==> src/rtl/bp_be_dcache_req_arbiter.sv <==
// Round-robin arbiter sharing the backend dcache request port between requesters,
// with an LR/SC reservation lock (timeout-released) and fence.i drain sequencing.
module bp_be_dcache_req_arbiter #(
  parameter int unsigned num_req_p      = 2,
  parameter int unsigned pkt_width_p    = 64,
  parameter int unsigned lock_timeout_p = 64
) (
  input  logic                             clk_i,
  input  logic                             reset_i,
  input  logic [num_req_p-1:0]             req_v_i,
  input  logic [num_req_p*pkt_width_p-1:0] req_pkt_i,
  input  logic [num_req_p-1:0]             req_lr_i,
  input  logic [num_req_p-1:0]             req_sc_i,
  input  logic [num_req_p-1:0]             req_fencei_i,
  output logic [num_req_p-1:0]             req_yumi_o,
  output logic                             dcache_pkt_v_o,
  output logic [pkt_width_p-1:0]           dcache_pkt_o,
  input  logic                             dcache_ready_i,
  input  logic                             dcache_busy_i,
  output logic [$clog2(num_req_p)-1:0]     grant_id_o,
  output logic                             lock_v_o
);

  localparam int unsigned id_w  = $clog2(num_req_p);
  localparam int unsigned cnt_w = $clog2(lock_timeout_p + 1);
  localparam logic [cnt_w-1:0] cnt_max = cnt_w'(lock_timeout_p);
  localparam logic [cnt_w-1:0] cnt_hit = cnt_w'(lock_timeout_p - 1);

  typedef enum logic [1:0] {IDLE, LOCKED, FENCE} state_e;

  state_e           state_r, state_n;
  logic [id_w-1:0]  ptr_r, ptr_n, owner_r, owner_n, pend_id_r, last_id_r;
  logic [id_w-1:0]  grant, cand;
  logic [cnt_w-1:0] cnt_r, cnt_n;
  logic             pend_r, has_grant, accept, open, timeout;
  logic             acc_lr, acc_sc, acc_fencei;
  logic [num_req_p-1:0]   elig;
  logic [pkt_width_p-1:0] pkts [num_req_p];

  for (genvar i = 0; i < num_req_p; i++) begin : g_pkt
    assign pkts[i] = req_pkt_i[i*pkt_width_p +: pkt_width_p];
  end

  // The cycle that observes the fence drain complete already arbitrates as IDLE.
  always_comb begin
    open = (state_r == IDLE) || (state_r == FENCE && !dcache_busy_i);
    elig = '0;
    if (open) elig = req_v_i;
    else if (state_r == LOCKED) elig[owner_r] = req_v_i[owner_r];

    has_grant = 1'b0;
    grant     = ptr_r;
    cand      = '0;
    if (pend_r) begin
      has_grant = 1'b1;
      grant     = pend_id_r;
    end else begin
      for (int unsigned i = 0; i < num_req_p; i++) begin
        cand = id_w'((32'(ptr_r) + i) % num_req_p);
        if (!has_grant && elig[cand]) begin
          has_grant = 1'b1;
          grant     = cand;
        end
      end
    end
  end

  always_comb begin
    dcache_pkt_v_o = has_grant && !reset_i;
    accept         = dcache_pkt_v_o && dcache_ready_i;
    req_yumi_o     = '0;
    if (accept) req_yumi_o[grant] = 1'b1;
    dcache_pkt_o   = dcache_pkt_v_o ? pkts[grant] : '0;
    grant_id_o     = reset_i ? '0 : (dcache_pkt_v_o ? grant : last_id_r);
    lock_v_o       = (state_r == LOCKED) && !reset_i;
    acc_lr         = accept && req_lr_i[grant];
    acc_sc         = accept && req_sc_i[grant];
    acc_fencei     = accept && req_fencei_i[grant];
    // Any visible grant (accepted or stalled) defers the lock timeout.
    timeout        = (cnt_r >= cnt_hit) && !dcache_pkt_v_o;
  end

  always_comb begin
    state_n = state_r;
    owner_n = owner_r;
    cnt_n   = cnt_r;
    ptr_n   = ptr_r;
    if (accept) ptr_n = (grant == id_w'(num_req_p - 1)) ? '0 : grant + 1'b1;
    case (state_r)
      LOCKED: begin
        cnt_n = (cnt_r == cnt_max) ? cnt_r : cnt_r + 1'b1;
        if (acc_fencei) begin
          state_n = FENCE;
          cnt_n   = '0;
        end else if (acc_sc) begin
          state_n = IDLE;
          cnt_n   = '0;
        end else if (acc_lr) begin
          cnt_n   = '0;
        end else if (timeout) begin
          state_n = IDLE;
          cnt_n   = '0;
        end
      end
      default: begin
        if (open) begin
          state_n = IDLE;
          if (acc_fencei) begin
            state_n = FENCE;
          end else if (acc_lr) begin
            state_n = LOCKED;
            owner_n = grant;
            cnt_n   = '0;
          end
        end
      end
    endcase
  end

  always_ff @(posedge clk_i or posedge reset_i) begin
    if (reset_i) begin
      state_r   <= IDLE;
      ptr_r     <= '0;
      owner_r   <= '0;
      cnt_r     <= '0;
      pend_r    <= 1'b0;
      pend_id_r <= '0;
      last_id_r <= '0;
    end else begin
      state_r   <= state_n;
      ptr_r     <= ptr_n;
      owner_r   <= owner_n;
      cnt_r     <= cnt_n;
      pend_r    <= dcache_pkt_v_o && !dcache_ready_i;
      pend_id_r <= grant;
      if (dcache_pkt_v_o) last_id_r <= grant;
    end
  end

  for (genvar i = 0; i < num_req_p; i++) begin : g_flag_chk
    a_one_kind: assert property (@(posedge clk_i) disable iff (reset_i)
      req_v_i[i] |-> $onehot0({req_lr_i[i], req_sc_i[i], req_fencei_i[i]}));
  end

endmodule

==> config.mk <==
export PLATFORM = sky130hd
export DESIGN_NAME = bp_be_dcache_req_arbiter
export DESIGN_NICKNAME = d
export VERILOG_FILES = /design/src/rtl/bp_be_dcache_req_arbiter.sv
export SDC_FILE = /design/constraint.sdc
export NUM_CORES = 1
export LEC_CHECK = 0
export CAP_MARGIN = 10
export CORE_MARGIN = 1
export CORE_UTILIZATION = 28
export CTS_CLUSTER_DIAMETER = 100
export CTS_CLUSTER_SIZE = 12
export DETAILED_ROUTE_END_ITERATION = 10
export GPL_ROUTABILITY_DRIVEN = 1
export GPL_TIMING_DRIVEN = 0
export MAX_ROUTING_LAYER = met4
export PLACE_DENSITY = 0.83
export REMOVE_ABC_BUFFERS = 1
export SYNTH_ARGS = -nofsm -noshare
export SYNTH_HDL_FRONTEND = slang
export SYNTH_SLANG_ARGS = --single-unit
==> constraint.sdc <==
create_clock -name clk_i -period 3.1 [get_ports clk_i]
set_clock_uncertainty 0.15 [all_clocks]
set_input_delay 0.465 -clock clk_i [delete_from_list [all_inputs] [get_ports clk_i]]
set_output_delay 0.465 -clock clk_i [all_outputs]
set_load 0.01 [all_outputs]
==> results.json, run 1 <==
{
  "drv.max_cap_violation_count": 0,
  "path_buf_inv": 2,
  "final_hold_viol_count": 0,
  "sequentialPowerShare": 0.123,
  "detail-route-antenna-nets": 0,
  "failed_checks": "DRC",
  "synthDistinctLibCells": 40,
  "antenna_violations_before_repair": 0,
  "tritoncts.num_buffers": 3,
  "cts.hold.buffers_added": 0,
  "cts.path.max_buffers": 2,
  "diodes": 0,
  "top_reg_cell_synth": "dfrtp_1",
  "hold_ws_ns": 0.310,
  "crit_path_max_incr_delay_ns": 0.78,
  "clock_tree.htree_level_count": 1,
  "die_x_um": 83.9,
  "finalNetCount": 676,
  "worst_slew_margin_rel": 0.377,
  "synth-seq-cells": 14,
  "p_clk_frac": 0.068,
  "placementRows": 29,
  "critPathMaxFanout": 10,
  "max_freq_mhz": 328,
  "power_switching_share": 0.488,
  "shortest_period_the_worst_path_allows_ns": 3.05,
  "worst_path_dominant_cell_family": "compound AO/OA/AOI/OAI gates",
  "initial_standard_cell_utilization_of_the_core": 0.292,
  "crit_path_cell_trace": "nor2b_2, o21a_4, buf_4, o31ai_2, a21oi_1, dlygate4sd2_1",
  "routed_via_density": 5.05,
  "static_leakage_power_uw": 0.00205,
  "setup_viol_count_final": 0,
  "switching_power_uw": 1340,
  "critical_path_class": "reg -> out",
  "route.vias.total": 3080,
  "dp_slack_ns": -1.35,
  "met3_wirelength_from_detailed_routing_um": 661,
  "largest_net_degree_at_the_start_of_global_routing": 34,
  "total_drc_errors_in_the_routed_layout": 12,
  "post-dp-hpwl_um": 7080,
  "worstSetupEndpointType": "primary output",
  "grt_first_pass_wirelength_um": 16200,
  "tritoncts": "done",
  "insertion_delay_ns": 0.25,
  "synth_seq_area_share": 0.187,
  "gr_ovfl_total": 0,
  "die-height_um": 83.9,
  "gp_congestion": 0.867,
  "clock-sinks": 14,
  "first_pass_iters": 7,
  "wl_met1_um": 4190,
  "worst_hold_path_type": "reg -> reg",
  "core_region_area_mm2": 0.00642,
  "clockRootBuffer": "clkbuf_8",
  "first_iter_violations": 146,
  "areaGrowthSynthToFinish_pct": 131,
  "power_report.internal_total_uw": 1410,
  "top_signal_layer_used": "met4",
  "first_global_vias": 3094,
  "power.share.combinational": 0.809,
  "timing.final.max_slew_violations": 0,
  "avgSynthCellArea_um2": 5.92,
  "grt_util_all_layers": 0.302,
  "outcome": "finished, violations left",
  "finalWirelength_um": 10500,
  "max-vdd-ir-drop_mv": 0.263,
  "post_synthesis_instance_total": 317,
  "synth.yosys.warnings": 0,
  "cp.required_ns": 2.48,
  "cp_data_arrival_time_ns": 2.43,
  "netlist_area_mm2": 0.00188,
  "layout_worst_path_cycle_share": 0.983,
  "fin_ws_ns": 0.0542,
  "buffer_ports.inserted": 208,
  "max_slew.worst_pin.slew_ns": 0.929,
  "power_per_cell_area_mw_per_mm2": 634,
  "route.detailed.wl_per_inst_um": 17.2,
  "timing.critical_path.from_type": "flip-flop",
  "floorplan.io_pins": 209,
  "drive_gt1_frac": 0.116,
  "slowest_stage_cell_on_the_critical_path": "o31ai_2",
  "die_area_mm2": 0.00704,
  "number_of_synthesized_flops_with_an_enable_pin": 0,
  "synth_async_sr_flop_share": 1.00,
  "clock_transition_at_the_registers_of_the_reported_paths_ns": 0.06,
  "met2WireLength_um": 5460
}
metal layers:
layer | global-route usage | up-vias
met2 | 0.543 | 139
met1 | 0.351 | 1420
met4 | 0.0705 | 0
met3 | 0.0455 | 15
li1 | - | 1506
met5 | - | -
path summary, 6_finish.rpt:
check                           slack (ns)                to  cells past startpoint       start
min in group asynchronous             0.51          cnt_r[6]                      3     reset_i
worst max-delay path                  0.05  dcache_pkt_o[46]                      6     owner_r
worst min-delay path                  0.31         last_id_r                      2   last_id_r
max in group asynchronous             2.05          cnt_r[1]                      4     reset_i
worst min register to register        0.31         last_id_r                      2   last_id_r
worst max register to register        0.34          cnt_r[0]                     11  state_r[1]
placed cells by master, fill, tap and decap left out, types with 6 or more instances in the layout:
cell | netlist | layout
nand2_1 | 136 | 136
dfrtp_1 | 14 | 13
nand3_1 | 9 | 9
clkbuf_2 | 0 | 6
clkdlybuf4s50_1 | 0 | 140
nor2_1 | 12 | 11
dlygate4sd2_1 | 0 | 47
a21oi_1 | 66 | 65
clkdlybuf4s15_1 | 0 | 12
inv_1 | 7 | 6
buf_4 | 0 | 13
synthesized netlist by cell type (2+ instances only):
library cell	count	area [um2]
o21ai_0	3	15.0
nand4_2	2	25.0
nand2_1	136	510
o2bb2ai_1	2	17.5
inv_2	2	7.51
dfrtp_1	14	350
o21ai_1	3	15.0
nand3_1	9	45.0
a211o_1	2	17.5
nand2b_1	2	12.5
nor3_1	3	15.0
buf_1	5	18.8
buf_2	3	15.0
a21oi_2	2	17.5
clkbuf_1	13	48.8
inv_1	7	26.3
a31oi_1	3	18.8
xor2_1	2	17.5
mux2_4	4	60.1
a21oi_1	66	330
a21o_1	3	22.5
nor2_1	12	45.0
ha_1	2	25.0
power by group through the flow:
stage	clock (uW)	sequential [uW]	combinational (uW)
3_3_place_gp	0	324	1830
3_5_place_dp	0	327	1870
6_report	186	339	2230
4_1_cts	182	333	2180
2_1_floorplan	0	311	1000
5_1_grt	197	350	2400
state kept, by name, indices dropped and copies added (netlist names):
signal     cells
cnt_r          7
last_id_r      1
owner_r        1
pend_id_r      1
pend_r         1
ptr_r          1
state_r        2
worst register-to-register path: cells and delay by family, from the launching register on:
family	cells	cell delay (ns)
flip-flops	1	0.44
AO/OA/AOI/OAI	5	1.08
multiplexers	1	0.32
AND/OR/NAND/NOR	2	0.28
buffers and inverters	3	0.36
timing repair:
| item | CTS | global route |
|---|---|---|
| pin swaps | 5 | 4 |
| endpoints found under the setup margin | 76 | 62 |
| gates cloned | 6 | 0 |
| resized for setup | 88 | 31 |
| setup buffers | 15 | 2 |
stage by stage:
step / instance area (um2) / total power (uW) / setup TNS [ns] / cells / utilization
6_report: 4340 / 2750 / 0 / 610 / 0.675
3_5_place_dp: 4030 / 2190 / -86.97 / 583 / 0.627
4_1_cts: 4320 / 2700 / -0.139 / 608 / 0.672
2_1_floorplan: 1780 / 1310 / -60.90 / 295 / -
5_1_grt: 4340 / 2950 / -0.0319 / 610 / 0.675
3_3_place_gp: 3960 / 2160 / -233.16 / 580 / 0.617
cell families (layout without fill, tap and decap cells):
logic type,after synthesis,count (layout),synth area share
simple gates,170,170,0.378
compound gates,93,95,0.308
buf+inv,31,245,0.0680
flops,14,14,0.187
mux,5,5,0.0373
fa+ha+maj,2,2,0.0133
xor+xnor,2,2,0.00933
layout make-up:
type	count	area, um2
Sequential cell	14	352
Timing Repair Buffer	230	2280
Clock buffer	4	55.1
Timing Repair inverter	2	31.3
Multi-Input combinational cell	274	1470
Tap cell	77	96.3
Inverter	9	53.8
Fill cell	588	2090
Note: power is estimated with default switching activity, not from simulation.
==> run 2, diff against run 1 <==
CORE_ASPECT_RATIO = 0.75   (was default)
==> run 2 against run 1 <==
Against the previous run: core utilization down 1.4 points; flip-flop and latch count unchanged; the run now ends clean; via count down 2.8%; clock-buffer cell count unchanged; highest routed layer unchanged; register-to-register slack worse by 0.03 ns; sequential share of layout area up 0.23 points; final cell count down 0.66%; die area about the same; sequential power up 2%; global-route usage down 4.2 points.
==> results.json, run 2 (synthesis results as in run 1) <==
{
  "cp.required_ns": 2.48,
  "gr_ovfl_total": 0,
  "utilization": 0.661,
  "floorplan.io_pins": 209,
  "fin_ws_ns": 0.0623,
  "worstSetupEndpointType": "primary output",
  "insertion_delay_ns": 0.25,
  "worst_hold_path_type": "reg -> reg",
  "final_hold_viol_count": 0,
  "first_global_vias": 2756,
  "worst_path_dominant_cell_family": "compound AO/OA/AOI/OAI gates",
  "first_pass_iters": 5,
  "clock-sinks": 14,
  "largest_registers": "cnt_r: 7 flops, state_r: 2 flops",
  "fin_tns_setup_ns": 0,
  "total_power_uw": 2640,
  "path_buf_inv": 4,
  "cts.path.max_buffers": 2,
  "buffer_ports.inserted": 208,
  "tritoncts": "done",
  "largest_reg_flops": 7,
  "clock_tree.htree_level_count": 1,
  "gp_congestion": 0.795,
  "grt_first_pass_wirelength_um": 13700,
  "slowest_stage_cell_on_the_critical_path": "o31a_4",
  "crit_path_max_incr_delay_ns": 0.39,
  "route.vias.total": 2994,
  "finalWirelength_um": 9550,
  "mostFrequentLayoutCells": "140 x clkdlybuf4s50_1, 136 x nand2_1, 66 x a21oi_1",
  "clock_transition_at_the_registers_of_the_reported_paths_ns": 0.06,
  "timing.critical_path.from_type": "primary input",
  "initial_standard_cell_utilization_of_the_core": 0.294,
  "antenna_violations_before_repair": 0,
  "commonest_non_fill_non_tap_cell_in_the_layout": "clkdlybuf4s50_1",
  "timing.final.max_slew_violations": 0,
  "clockRootBuffer": "clkbuf_8",
  "route.detailed.wl_per_inst_um": 15.8,
  "max-vdd-ir-drop_mv": 0.324,
  "detail-route-antenna-nets": 0,
  "drive_gt1_frac": 0.141,
  "tritoncts.num_buffers": 3,
  "static_leakage_power_uw": 0.00194,
  "layout_worst_path_cycle_share": 0.980,
  "areaGrowthSynthToFinish_pct": 125,
  "diodes": 0,
  "critPathMaxFanout": 16,
  "first_iter_violations": 204,
  "max_flop_register": "cnt_r",
  "outcome": "complete, no violations",
  "total_drc_errors_in_the_routed_layout": 0,
  "shortest_period_the_worst_path_allows_ns": 3.04,
  "hold_ws_ns": 0.338,
  "dp_slack_ns": -1.55,
  "die-height_um": 72.9,
  "setup_viol_count_final": 0,
  "critical_path_class": "in -> out",
  "max_slew.worst_pin.slew_ns": 0.381,
  "die_x_um": 96.6,
  "post-dp-hpwl_um": 6290,
  "die_area_mm2": 0.00704,
  "finalNetCount": 668,
  "grt_util_all_layers": 0.260,
  "cp_data_arrival_time_ns": 2.42,
  "core_region_area_mm2": 0.00638,
  "placementRows": 25,
  "power_per_cell_area_mw_per_mm2": 627,
  "crit_path_cell_trace": "dlygate4sd2_1, a21oi_4, o21a_4, nor2_2, o31a_4, buf_16, inv_12, nand2_1, a21oi_1, dlygate4sd2_1",
  "max_freq_mhz": 329,
  "drv.max_cap_violation_count": 0,
  "routed_via_density": 4.94,
  "largest_net_degree_at_the_start_of_global_routing": 26,
  "path_common_cell": "dlygate4sd2_1",
  "worst_slew_margin_rel": 0.746,
  "grt_setup_unrepaired": "no"
}
-- run 2: cell types whose count changed in the layout (fill, tap and decap cells not counted), sizes merged --
cell,change
clkinv,+1
bufbuf,+1
o31ai,-1
dlymetal6s2s,-1
buf,-11
dlygate4sd2,-29
clkdlybuf4s15,+9
clkbuf,+23
-- run 2: tightest hold or removal path, stage by stage (launching register included) --
cell and delay [ns]:
dfrtp_1 0.32, nand2_1 0.04, o21ai_1 0.08
-- run 2: worst paths after layout --
path                                     from                to  slack, ns  cells past startpoint
worst max-delay path            dcache_busy_i  dcache_pkt_o[57]       0.06                     10
worst min register to register      last_id_r         last_id_r       0.34                      2
max in group asynchronous             reset_i        state_r[1]       2.09                      3
worst max register to register     state_r[1]          cnt_r[0]       0.31                     11
worst min-delay path                last_id_r         last_id_r       0.34                      2
min in group asynchronous             reset_i        state_r[0]       0.52                      3
-- run 2: repair_timing --
item / 4_1_cts / 5_1_grt
resized for setup: 86 / 83
hold buffers: 0 / 0
setup buffers: 6 / 1
endpoints found under the setup margin: 74 / 58
gates cloned: 6 / 1
pin swaps: 5 / 2
-- run 2: per-stage QoR --
| stage | area, um2 | instances |
|---|---|---|
| 2_1_floorplan | 1780 | 295 |
| 3_3_place_gp | 3970 | 584 |
| 3_5_place_dp | 4050 | 588 |
| 4_1_cts | 4240 | 604 |
| 5_1_grt | 4220 | 606 |
| 6_report | 4220 | 606 |
-- run 2: layer usage --
layer  part of all wire  track usage  vias up
met5                  0            -        -
met4             0.0067       0.0441        0
met3              0.068       0.0375        6
met2               0.50        0.428      123
met1               0.43        0.343     1382
li1                   -            -     1483
-- run 2: power by group --
part / leakage [uW] / switching [uW] / internal, uW / total (uW)
clock: 0.0000288 / 66.1 / 113 / 179
sequential: 0.000184 / 95.6 / 249 / 345
combinational: 0.00173 / 1150 / 974 / 2120
-- run 2: area by class of cell --
class / instances / area (um2)
sequential: 14 / 352
clock buffer: 4 / 55.1
timing repair inverter: 3 / 52.6
fill: 561 / 2160
multi-input combinational: 273 / 1450
inverter: 9 / 53.8
timing repair buffer: 222 / 2150
tap: 81 / 101
==> run 3, diff against run 2 <==
CORE_ASPECT_RATIO = 0.7   (was 0.75)
==> run 3 against run 2 <==
Against the previous run: combinational power barely moved; critical path depth fell by 1; register-to-register slack improved by 0.02 ns; routed wire length rose by 8.6%; highest routed layer unchanged; core utilization rose by 0.85 points; global-route usage rose by 4.0 points; setup slack improved by 0.016 ns; power rose by 0.61%; final area rose by 0.56%; largest cell class unchanged; non-clock buffer count did not move.
==> results.json, run 3 (synthesis results as in run 1) <==
{
  "first_iter_violations": 133,
  "critPathMaxFanout": 16,
  "diodes": 0,
  "mostFrequentLayoutCells": "140 x clkdlybuf4s50_1, 136 x nand2_1, 64 x a21oi_1",
  "tritoncts": "done",
  "core_region_area_mm2": 0.00634,
  "grt_util_all_layers": 0.300,
  "sequentialPowerShare": 0.128,
  "shortest_period_the_worst_path_allows_ns": 3.02,
  "finish.instance_area_mm2": 0.00424,
  "largest_reg_flops": 7,
  "floorplan.io_pins": 209,
  "worstSetupEndpointType": "primary output",
  "clockRootBuffer": "clkbuf_8",
  "largest_registers": "cnt_r: 7 flops, state_r: 2 flops",
  "clock_transition_at_the_registers_of_the_reported_paths_ns": 0.06,
  "hold_ws_ns": 0.332,
  "insertion_delay_ns": 0.25,
  "max_slew.worst_pin.slew_ns": 0.390,
  "outcome": "complete, no violations",
  "timing.critical_path.from_type": "primary input",
  "detail-route-antenna-nets": 0,
  "first_global_vias": 3044,
  "grt_first_pass_wirelength_um": 15700,
  "total_drc_errors_in_the_routed_layout": 0,
  "r2r.worst_path.cells": 11,
  "worst_hold_path_type": "reg -> reg",
  "hold-path-cell-count": 2,
  "dp_slack_ns": -1.60,
  "die_x_um": 99.9,
  "route.detailed.wl_per_inst_um": 16.8,
  "finalNetCount": 668,
  "cts.path.max_buffers": 2,
  "areaGrowthSynthToFinish_pct": 126,
  "cp.required_ns": 2.48,
  "gr_ovfl_total": 0,
  "tritoncts.num_buffers": 3,
  "placementRows": 24,
  "finalWirelength_um": 10400,
  "setup_viol_count_final": 0,
  "die_area_mm2": 0.00704,
  "critical_path_class": "in -> out",
  "max-vdd-ir-drop_mv": 0.227,
  "layout_worst_path_cycle_share": 0.975,
  "largest_net_degree_at_the_start_of_global_routing": 26,
  "cp_data_arrival_time_ns": 2.41,
  "route.vias.total": 3079,
  "worst_slew_margin_rel": 0.740,
  "power.share.combinational": 0.805,
  "p_clk_frac": 0.067,
  "routed_via_density": 5.00,
  "reg2reg_setup_slack_ns": 0.33,
  "first_pass_iters": 4,
  "gp_congestion": 0.859,
  "initial_standard_cell_utilization_of_the_core": 0.296,
  "power_report.internal_total_uw": 1330,
  "drive_gt1_frac": 0.130,
  "total_power_uw": 2660,
  "static_leakage_power_uw": 0.00199,
  "max_freq_mhz": 331,
  "die-height_um": 70.5,
  "power_per_cell_area_mw_per_mm2": 627,
  "drv.max_cap_violation_count": 0,
  "timing.final.max_slew_violations": 0,
  "cts.hold.buffers_added": 0,
  "final_hold_viol_count": 0,
  "power_switching_share": 0.499,
  "place_area_mm2": 0.00407,
  "fin_ws_ns": 0.0782,
  "clock-sinks": 14,
  "antenna_violations_before_repair": 0,
  "clock_tree.htree_level_count": 1,
  "post-dp-hpwl_um": 7190,
  "max_flop_register": "cnt_r",
  "utilization": 0.669,
  "commonest_non_fill_non_tap_cell_in_the_layout": "clkdlybuf4s50_1",
  "switching_power_uw": 1330,
  "buffer_ports.inserted": 208
}
run 3: repair_timing:
| item | 4_1_cts | 5_1_grt |
|---|---|---|
| endpoints found under the hold margin | 0 | 0 |
| endpoints found under the setup margin | 77 | 41 |
| gates resized for setup | 89 | 56 |
| setup buffers | 6 | 2 |
| gates cloned | 6 | 0 |
| pin swaps | 4 | 1 |
run 3: critical path, cell delays in order:
cell             delay (ns)
clkdlybuf4s50_1        0.50
o21a_4                 0.18
nor2_4                 0.05
o31a_4                 0.38
buf_16                 0.18
clkinv_8               0.10
nand2_1                0.07
a21oi_2                0.16
dlygate4sd2_1          0.29
run 3: final cells by class:
type	count	area, um2
Multi-Input combinational cell	273	1460
Fill cell	553	2090
Sequential cell	14	352
Timing Repair inverter	3	52.6
Tap cell	91	114
Timing Repair Buffer	222	2160
Clock buffer	4	55.1
Inverter	9	53.8
run 3: per-stage QoR:
| step | cells | setup TNS (ns) |
|---|---|---|
| after floorplan | 295 | -60.90 |
| after global placement | 594 | -232.87 |
| after detailed placement | 598 | -103.30 |
| after CTS | 614 | 0 |
| after global routing | 616 | -0.0224 |
| final | 616 | 0 |
run 3: final timing paths:
| kind | startpoint | to |
|---|---|---|
| max | req_v_i[1] | dcache_pkt_o[19] |
| min | last_id_r | last_id_r |
| max reg2reg | owner_r | cnt_r[0] |
| min reg2reg | last_id_r | last_id_r |
| max in group asynchronous | reset_i | state_r[1] |
| min in group asynchronous | reset_i | state_r[0] |
run 3: power groups by stage:
stage | clock network (uW) | registers [uW] | logic, uW
after global placement | 0 | 326 | 1830
final | 179 | 340 | 2140
after detailed placement | 0 | 329 | 1900
after global routing | 191 | 350 | 2330
after floorplan | 0 | 311 | 1000
after CTS | 186 | 336 | 2140
run 3: routing by layer:
layer	track usage	vias up	routed length (um)	part of all wire
li1	-	1484	-	-
met1	0.360	1434	4180	0.40
met2	0.515	145	5180	0.50
met3	0.0551	16	842	0.081
met4	0.0833	0	169	0.016
met5	-	-	0	0
